File: src/rtl/irq_request_latch.sv
// Eight-source interrupt request latch: edge capture into a sticky pending vector,
// fixed-priority grant presentation held until acknowledged, and a sticky overrun flag.
module irq_request_latch (
    input  logic       clk,
    input  logic       rst,
    input  logic       en,
    input  logic [7:0] req,
    input  logic [7:0] mask,
    input  logic       irq_ack,
    output logic [7:0] pending,
    output logic       irq_valid,
    output logic [2:0] irq_id,
    output logic       overrun
);

    localparam logic [0:0] IDLE    = 1'b0;
    localparam logic [0:0] PRESENT = 1'b1;

    logic [0:0] state_reg, state_next;
    logic [7:0] req_d_reg;
    logic [7:0] pending_reg, pending_next;
    logic       irq_valid_reg, irq_valid_next;
    logic [2:0] irq_id_reg, irq_id_next;
    logic       overrun_reg, overrun_next;

    logic [7:0] capture;
    logic [7:0] clear;
    logic [7:0] overrun_hit;
    logic [7:0] elig;
    logic       ack_clear;
    logic       win_found;
    logic [2:0] win_idx;

    assign ack_clear = (state_reg == PRESENT) && irq_ack;
    assign elig      = pending_reg & ~mask;

    // A set from a new edge always beats the acknowledge clear on the same bit.
    generate
        for (genvar gi = 0; gi < 8; gi++) begin : g_bit
            assign capture[gi]      = en & req[gi] & ~req_d_reg[gi];
            assign clear[gi]        = ack_clear && (irq_id_reg == 3'(gi));
            assign pending_next[gi] = capture[gi] | (pending_reg[gi] & ~clear[gi]);
            assign overrun_hit[gi]  = capture[gi] & pending_reg[gi] & ~clear[gi];
        end
    endgenerate

    assign overrun_next = overrun_reg | (|overrun_hit);

    // Ascending scan so the highest eligible index is the last one written.
    always_comb begin
        win_found = 1'b0;
        win_idx   = 3'd0;
        for (int i = 0; i < 8; i++) begin
            if (elig[i]) begin
                win_found = 1'b1;
                win_idx   = 3'(i);
            end
        end
    end

    always_comb begin
        state_next     = state_reg;
        irq_valid_next = irq_valid_reg;
        irq_id_next    = irq_id_reg;
        case (state_reg)
            IDLE: begin
                irq_valid_next = 1'b0;
                if (win_found) begin
                    state_next     = PRESENT;
                    irq_valid_next = 1'b1;
                    irq_id_next    = win_idx;
                end
            end
            PRESENT: begin
                if (irq_ack) begin
                    state_next     = IDLE;
                    irq_valid_next = 1'b0;
                end
            end
            default: begin
                state_next     = IDLE;
                irq_valid_next = 1'b0;
            end
        endcase
    end

    always_ff @(posedge clk) begin
        if (rst) begin
            state_reg     <= IDLE;
            req_d_reg     <= 8'h00;
            pending_reg   <= 8'h00;
            irq_valid_reg <= 1'b0;
            irq_id_reg    <= 3'b000;
            overrun_reg   <= 1'b0;
        end else begin
            state_reg     <= state_next;
            req_d_reg     <= req;
            pending_reg   <= pending_next;
            irq_valid_reg <= irq_valid_next;
            irq_id_reg    <= irq_id_next;
            overrun_reg   <= overrun_next;
        end
    end

    assign pending   = pending_reg;
    assign irq_valid = irq_valid_reg;
    assign irq_id    = irq_id_reg;
    assign overrun   = overrun_reg;

endmodule

File: config.mk
export PLATFORM = sky130hd
export DESIGN_NAME = irq_request_latch
export DESIGN_NICKNAME = d
export VERILOG_FILES = /design/src/rtl/irq_request_latch.sv
export SDC_FILE = /design/constraint.sdc
export NUM_CORES = 1
export LEC_CHECK = 0
export CAP_MARGIN = 20
export CORE_ASPECT_RATIO = 1.1
export CORE_MARGIN = 8
export CORE_UTILIZATION = 44
export CTS_CLUSTER_SIZE = 10
export DETAILED_ROUTE_END_ITERATION = 16
export PLACE_DENSITY = 0.79
export SYNTH_ARGS = -nofsm -noshare
export SYNTH_HDL_FRONTEND = slang
export SYNTH_SLANG_ARGS = --single-unit
File: constraint.sdc
create_clock -name clk -period 1.7 [get_ports clk]
set_clock_uncertainty 0.05 [all_clocks]
set_input_delay 0.17 -clock clk [delete_from_list [all_inputs] [get_ports clk]]
set_output_delay 0.17 -clock clk [all_outputs]
set_load 0.02 [all_outputs]
**Yosys cells after proc, flatten, opt, wreduce, memory -nomap -nowiden**

Cells that the tools add are included.

- Register bits: 22
- Bits of input ports: 20
- Output and inout port bits: 13

- Equal/unequal tests: 8
- Muxes and demuxes: 20
- Bitwise gates (word level): 68
- Reduce and logical (&&, ||, !) cells: 12

Operators with widths:

| kind | count |
|---|---|
| 1-bit bitwise AND | 40 |
| 3-bit two-way mux | 6 |
| 1-bit inverter | 17 |
| 3-bit equality test (second input constant) | 4 |
| 1-bit two-way mux | 12 |
| 1-bit logical AND | 9 |
| 1-bit OR | 9 |
| 8-bit bitwise AND | 1 |
| 8-bit inverter | 1 |
| 8-bit OR reduction | 1 |
| 3-bit by 2-bit equality test with 1-bit output (second input constant) | 2 |
| 1-bit case mux with 2 select lines | 2 |
| 3-bit by 1-bit equality test with 1-bit output (second input constant) | 1 |
| 3-bit zero test | 1 |
| 2-bit != test (second input constant) | 1 |
| 2-bit AND reduction | 1 |

**Logic depth before layout (Yosys ltp)**

Gate-level depths: netlist of run 1.

- Word-level depth: 12
- Gate-level depth with buffers: 5
- Mapped depth without buffers: 5

**Worst setup path after synthesis of run 1**

OpenSTA, ideal clock, no wires.

- Path type: flip-flop to flip-flop
- From: register pending_reg[2] (netlist: pending[2])
- To: register irq_id_reg[1] (netlist: irq_id[1])
- Library setup time: 0.091 ns
- Arrival time: 1.273 ns
- Required time: 1.559 ns
- Path slack: 0.286 ns
- Cell stages (with the launch flop): 6
- Cells stage by stage: dfxtp_1 > nor2b_4 > a2111oi_4 > a21oi_2 > nor2_1 > a311oi_1

- Longest elaborated chain between the ends: 8
- Elaborated cells between the ends (all ways): 14
- Those cells by class: 12 x mux; 1 x bitwise; 1 x reduce/logical

RTL lines:

| element | line | text |
|---|---|---|
| start, declared | 21 | `logic [7:0] pending_reg, pending_next;` |
| start signal, assigned | 98 | `pending_reg <= pending_next;` |
| 8-bit bitwise AND (*) | 35 | `assign elig = pending_reg & ~mask;` |
| 1-bit two-way mux (6 in a row) | 54 | `if (elig[i]) begin` |
| 2-bit AND reduction (no source line) | n/a |  |
| end signal, assigned | 100 | `irq_id_reg <= irq_id_next;` |
| end, declared | 23 | `logic [2:0] irq_id_reg, irq_id_next;` |

Mark *: on every way between the ends. The rest lies on a longest branch, timed or not.
A chain may end at the register's enable or synchronous reset.

**Final worst setup path of run 1**

- From: register pending_reg[2] (netlist: pending[2])
- To: output port pending[2]

RTL lines:

| element | line | text |
|---|---|---|
| end, declared | 10 | `output logic [7:0] pending,` |

No word-level cell between the ends.

==> metrics.md, run 1 <==
| Metric | Value |
|---|---|
| Die W | 61.3 microns |
| Leak Pwr | 0.478 nW |
| PwrDens | 856 nW/um^2 |
| Peak VDD IR | 0.640 mV |
| Mapped Nets | 124 |
| Final worst path period share | 95.9% |
| Synth warn | 0 |
| Die height | 65.8 microns |
| Tmin final | 1.63 ns |
| ANT cells | 0 |
| Power Total | 1.19 mW |
| Distinct cells, synth | 29 |
| Top delay family on crit path | buffers and inverters |
| Initial DRT Pass Iterations | 4 |
| Critical path class | reg2out |
| Worst-path clk slew | 0.12 ns |
| Slowest cell on the critical path | clkdlybuf4s50_1 |
| GR Util All Layers | 12.8% |
| CTS tree | built |
| Async SR Flop Fraction | 0% |
| Fin Hold WS | 0.396 ns |
| Antenna-violating nets left | 0 |
| Post-synth EDFFs | 0 |
| Synth Flop Type | dfxtp_1 |
| Post-synth top area share | 44.3% |
| Clk sinks | 22 |
| Worst path max stage delay | 0.65 ns |
| HPWL after detailed placement | 1.98 mm |
| DRT Wirelength | 2.43 mm |
| Register area share after synthesis | 44.3% |
| IO Pins | 33 |
| Max clock buf depth | 2 |
| CTS Buf Count | 3 |
| IO buf count | 32 |
| Net count, final | 159 |
| MaxCap Viol Count | 0 |
| RSZ-0062 raised after global routing | no |
| Initial Util | 45.5% |
| Endpoint class of the critical path | output pin |
| Main area contributors after synthesis | dfxtp_1, nor2b_1, a21oi_1 |
| Avg Cell Area, Syn | 9.55 sq um |
| Worst min-delay path class | in2reg |
| # setup viols final | 0 |
| Vias in the first global route | 940 |
| CP required | 1.48 ns |
| Post-Layout Inst Area | 1390 sq um |
| Share of layout cells above drive strength 1 | 12.3% |
| Outcome | completed |
| Cells after synthesis | 104 |
| Dpl cell area | 1350 sq um |
| Clk root buf | clkbuf_4 |
| Crit-path cells | clkdlybuf4s50_1 |
| Drt initial violations | 14 |
| Synthesized flop and latch total | 22 |
| Final WS setup | 0.0702 ns |
| Vias per cell | 5.24 |
| Drt drc | 0 |
| Routed len/inst | 14.4 microns |
| Rows | 18 |
| WP buf/inv | 1 |
| Post-CTS setup buffers | 0 |
| Hold Fails Final Rpt | 0 |
| Worst Max-Slew Pin Slew | 0.342 ns |
| Slew HR | 77.1% |
| Vias | 880 |
| Pre-CTS WS | 0.00716 ns |
| Setup TNS | 0 ns |
| H-Tree Level Count | 1 |
| Clock Latency Late Sink | 0.30 ns |
| Global-route wire length before repair | 4.07 mm |
| Critical path arrival | 1.41 ns |
| Largest net degree at the start of global routing | 21 |
| GRT overflow | 0 |
| Final slew viol count | 0 |
| Inst Count DP | 164 |
| Die Footprint | 4040 sq um |
| Core Util, Final | 63.5% |
| Crit start category | register |
| Resized Gates After CTS | 2 |
| CTS Hold Bufs | 0 |
| Cell taking the most area after synthesis | dfxtp_1 |
| Crit Path Max Fanout | 4 |
| P&R area growth vs syn | 39.5% |
| Initial antenna violation count | 0 |
| Post-route non-filler standard cell count | 168 |
| Routability cong. | 0.804 |
| Fmax | 614 MHz |
| Synthesized area | 993 sq um |
| Core area | 2180 sq um |
-- synth_stat cells (all sizes together) (2+ instances only) --
master / count
o21ai: 8
inv: 3
o31ai: 3
dfxtp: 22
nor2b: 14
nand3b: 9
nor2: 9
nor3b: 2
nand2b: 5
a21oi: 13
o21bai: 2
clkbuf: 3
-- final timing paths --
check / from / to / slack [ns] / cells after the start
min: req[0] / req_d_reg[0]$_SDFF_PP0_ / 0.40 / 2
min reg2reg: req_d_reg[7]$_SDFF_PP0_ / pending[7]$_SDFF_PP0_ / 0.47 / 2
max reg2reg: state_reg$_SDFF_PP0_ / overrun$_SDFF_PP0_ / 0.20 / 5
max: pending[2]$_SDFF_PP0_ / pending[2] / 0.07 / 1
-- metal layers --
layer / up-vias / global-route usage (%) / wire (microns)
li1: 442 / - / -
met1: 415 / 14.4 / 1010
met2: 19 / 22.6 / 1290
met3: 4 / 2.53 / 95
met4: 0 / 4.96 / 32
met5: - / 0 / 0
-- cells by family after synthesis --
kind of cell	synth area share (%)
simple gates	29.5
flops	44.3
buf+inv	2.27
compound gates	23.9
-- area by class of cell --
| cell class | count | area, sq um |
|---|---|---|
| Inverter | 3 | 11.3 |
| Timing Repair Buffer | 33 | 328 |
| Multi-Input combinational cell | 76 | 531 |
| Sequential cell | 22 | 443 |
| Fill cell | 199 | 798 |
| Tap cell | 30 | 37.5 |
| Clock buffer | 4 | 36.3 |
-- cell usage in the layout, fill, tap and decap left out, types with 2 or more instances in the layout --
cell type        netlist  final
dfxtp_1               22     20
nor2b_1               11     11
a21oi_1               12     12
o21ai_0                4      4
dfxtp_2                0      2
o21ai_1                4      4
clkbuf_4               0      3
nand3b_1               8      8
nor3b_1                2      2
clkdlybuf4s50_1        0     32
nor2b_4                3      3
nor2_1                 9      9
inv_1                  3      3
nand2b_1               5      5
o21bai_1               2      2
-- report_power, final --
group	leakage, nW	total, mW	internal (mW)	switching (mW)
Clock	0.0210	0.283	0.131	0.153
Combinational	0.274	0.294	0.158	0.135
Sequential	0.183	0.610	0.561	0.0492
Power figures use the tool's default switching activity.
==> run 2, diff against run 1 <==
Settings changed: CORE_MARGIN 8 to default.
==> metrics.md, run 2 (synthesis results as in run 1) <==
| Metric | Value |
|---|---|
| Critical path class | reg2out |
| Worst R2R Start | state_reg$_SDFF_PP0_ |
| Clk sinks | 22 |
| Crit-path cells | clkdlybuf4s50_1 |
| DRT Wirelength | 2.36 mm |
| Worst-path clk slew | 0.11 ns |
| Clk root buf | clkbuf_4 |
| Post-CTS setup buffers | 0 |
| FF+latch area | 443 sq um |
| Largest net degree at the start of global routing | 17 |
| Tmin final | 1.62 ns |
| PwrDens | 826 nW/um^2 |
| Crit Path Max Fanout | 3 |
| RSZ-0062 raised after global routing | no |
| Most common cell after layout, fill and taps aside | clkdlybuf4s50_1 |
| Critical path depth | 1 |
| Reg2reg end | overrun$_SDFF_PP0_ |
| Initial DRT Pass Iterations | 4 |
| Initial Util | 48.2% |
| Crit start category | register |
| P&R area growth vs syn | 39.2% |
| Rows | 17 |
| Initial antenna violation count | 0 |
| Die W | 47.3 microns |
| MaxCap Viol Count | 0 |
| Internal power | 0.805 mW |
| Die height | 51.8 microns |
| H-Tree Level Count | 1 |
| IO buf count | 32 |
| GR Util All Layers | 22.1% |
| Pre-CTS WS | -0.00932 ns |
| Fmax | 617 MHz |
| WP buf/inv | 1 |
| Antenna-violating nets left | 0 |
| Final slew viol count | 0 |
| Filler cells | 180 |
| Clock Latency Late Sink | 0.31 ns |
| Worst path max stage delay | 0.64 ns |
| IO Pins | 33 |
| R2R setup slack | 0.20 ns |
| Top delay family on crit path | buffers and inverters |
| CTS Buf Count | 3 |
| Leak Pwr | 0.475 nW |
| Origin of the worst setup path | pending[0]$_SDFF_PP0_ |
| Reg2Reg Depth | 5 |
| Logic gate share of total power | 26.1% |
| Switching pwr | 0.337 mW |
| Multi-input logic area | 531 sq um |
| ANT cells | 0 |
| Worst min-delay path class | in2reg |
| Max clock buf depth | 2 |
| HPWL after detailed placement | 1.84 mm |
| Core area | 2060 sq um |
| Net count, final | 159 |
| Share of layout cells above drive strength 1 | 11.7% |
| Critical path arrival | 1.40 ns |
| Drt initial violations | 35 |
| Vias in the first global route | 894 |
| CP required | 1.48 ns |
| Hold Fails Final Rpt | 0 |
| Final WS setup | 0.0794 ns |
| Commonest cells after routing, fill and taps aside | clkdlybuf4s50_1, dfxtp_1, a21oi_1, nor2b_1, nor2_1 |
| Endpoint class of the critical path | output pin |
| Slowest cell on the critical path | clkdlybuf4s50_1 |
| Drt drc | 0 |
| Slew HR | 77.6% |
| CTS tree | built |
| Routability cong. | 0.878 |
| Sequential power share | 53.5% |
| Setup TNS | 0 ns |
| Worst Max-Slew Pin Slew | 0.335 ns |
| # setup viols final | 0 |
| Vias | 904 |
| Vias per cell | 5.48 |
| Global-route wire length before repair | 3.82 mm |
| GRT overflow | 0 |
| Outcome | completed |
| CP endpoint | pending[0] |
| Peak VDD IR | 0.569 mV |
| Net Sw Frac | 29.5% |
| Share of power burned in the clock network | 20.4% |
| Routed len/inst | 14.3 microns |
| Final worst path period share | 95.3% |
| Die Footprint | 2450 sq um |
==> run 2: what timing repair did <==
| action | 4_1_cts | 5_1_grt |
|---|---|---|
| hold buffers | 0 | 0 |
| resized for setup | 2 | 0 |
| endpoints found under the setup margin | 2 | 0 |
==> run 2: final cells by class <==
class,count,area share (%)
Inverter,3,0.814
Timing Repair Buffer,33,24.6
Multi-Input combinational cell,76,38.4
Sequential cell,22,32.0
Tap cell,28,2.53
Clock buffer,3,1.63
==> run 2: metal layers <==
| layer | track usage [%] | share of wire (%) |
|---|---|---|
| met2 | 40.0 | 54 |
| met3 | 3.47 | 4.1 |
| met1 | 25.1 | 41 |
| met4 | 7.62 | 1.3 |
| met5 | 0 | 0 |
==> run 2: per-stage QoR <==
stage / cell area [sq um] / hold WS [ns] / util, % / power, mW / std cells
2_1_floorplan: 993 / 0.192 / - / 0.772 / 104
3_3_place_gp: 1360 / 0.443 / 65.8 / 0.910 / 162
3_5_place_dp: 1360 / 0.454 / 65.8 / 0.919 / 162
4_1_cts: 1380 / 0.402 / 67.0 / 1.14 / 165
5_1_grt: 1380 / 0.400 / 67.0 / 1.20 / 165
6_report: 1380 / 0.390 / 67.0 / 1.14 / 165
==> run 2: power by group through the flow <==
stage	Clock, mW	Sequential, mW	Combinational, mW
floorplan	0	0.646	0.126
global placement	0	0.619	0.291
detailed placement	0	0.620	0.299
CTS	0.228	0.611	0.300
global route	0.255	0.617	0.327
finish	0.233	0.611	0.298
==> run 2: worst min-delay path by stage <==
| stage | from | end | slack, ns | depth (start not counted) |
|---|---|---|---|---|
| after floorplan | rst | req_d_reg[3]$_SDFF_PP0_ | 0.19 | 1 |
| after global placement | irq_valid$_SDFFE_PP0P_ | irq_valid$_SDFFE_PP0P_ | 0.44 | 2 |
| after detailed placement | req_d_reg[7]$_SDFF_PP0_ | pending[7]$_SDFF_PP0_ | 0.45 | 2 |
| after CTS | req[5] | req_d_reg[5]$_SDFF_PP0_ | 0.40 | 2 |
| after global routing | req[3] | req_d_reg[3]$_SDFF_PP0_ | 0.40 | 2 |
| final | req[5] | req_d_reg[5]$_SDFF_PP0_ | 0.39 | 2 |
==> run 3, diff against run 2 <==
Settings changed: SKIP_CTS_REPAIR_TIMING from default to 1.
==> results of run 3 <==
No change in the layout: final DEF, timing and power equal those of run 2.
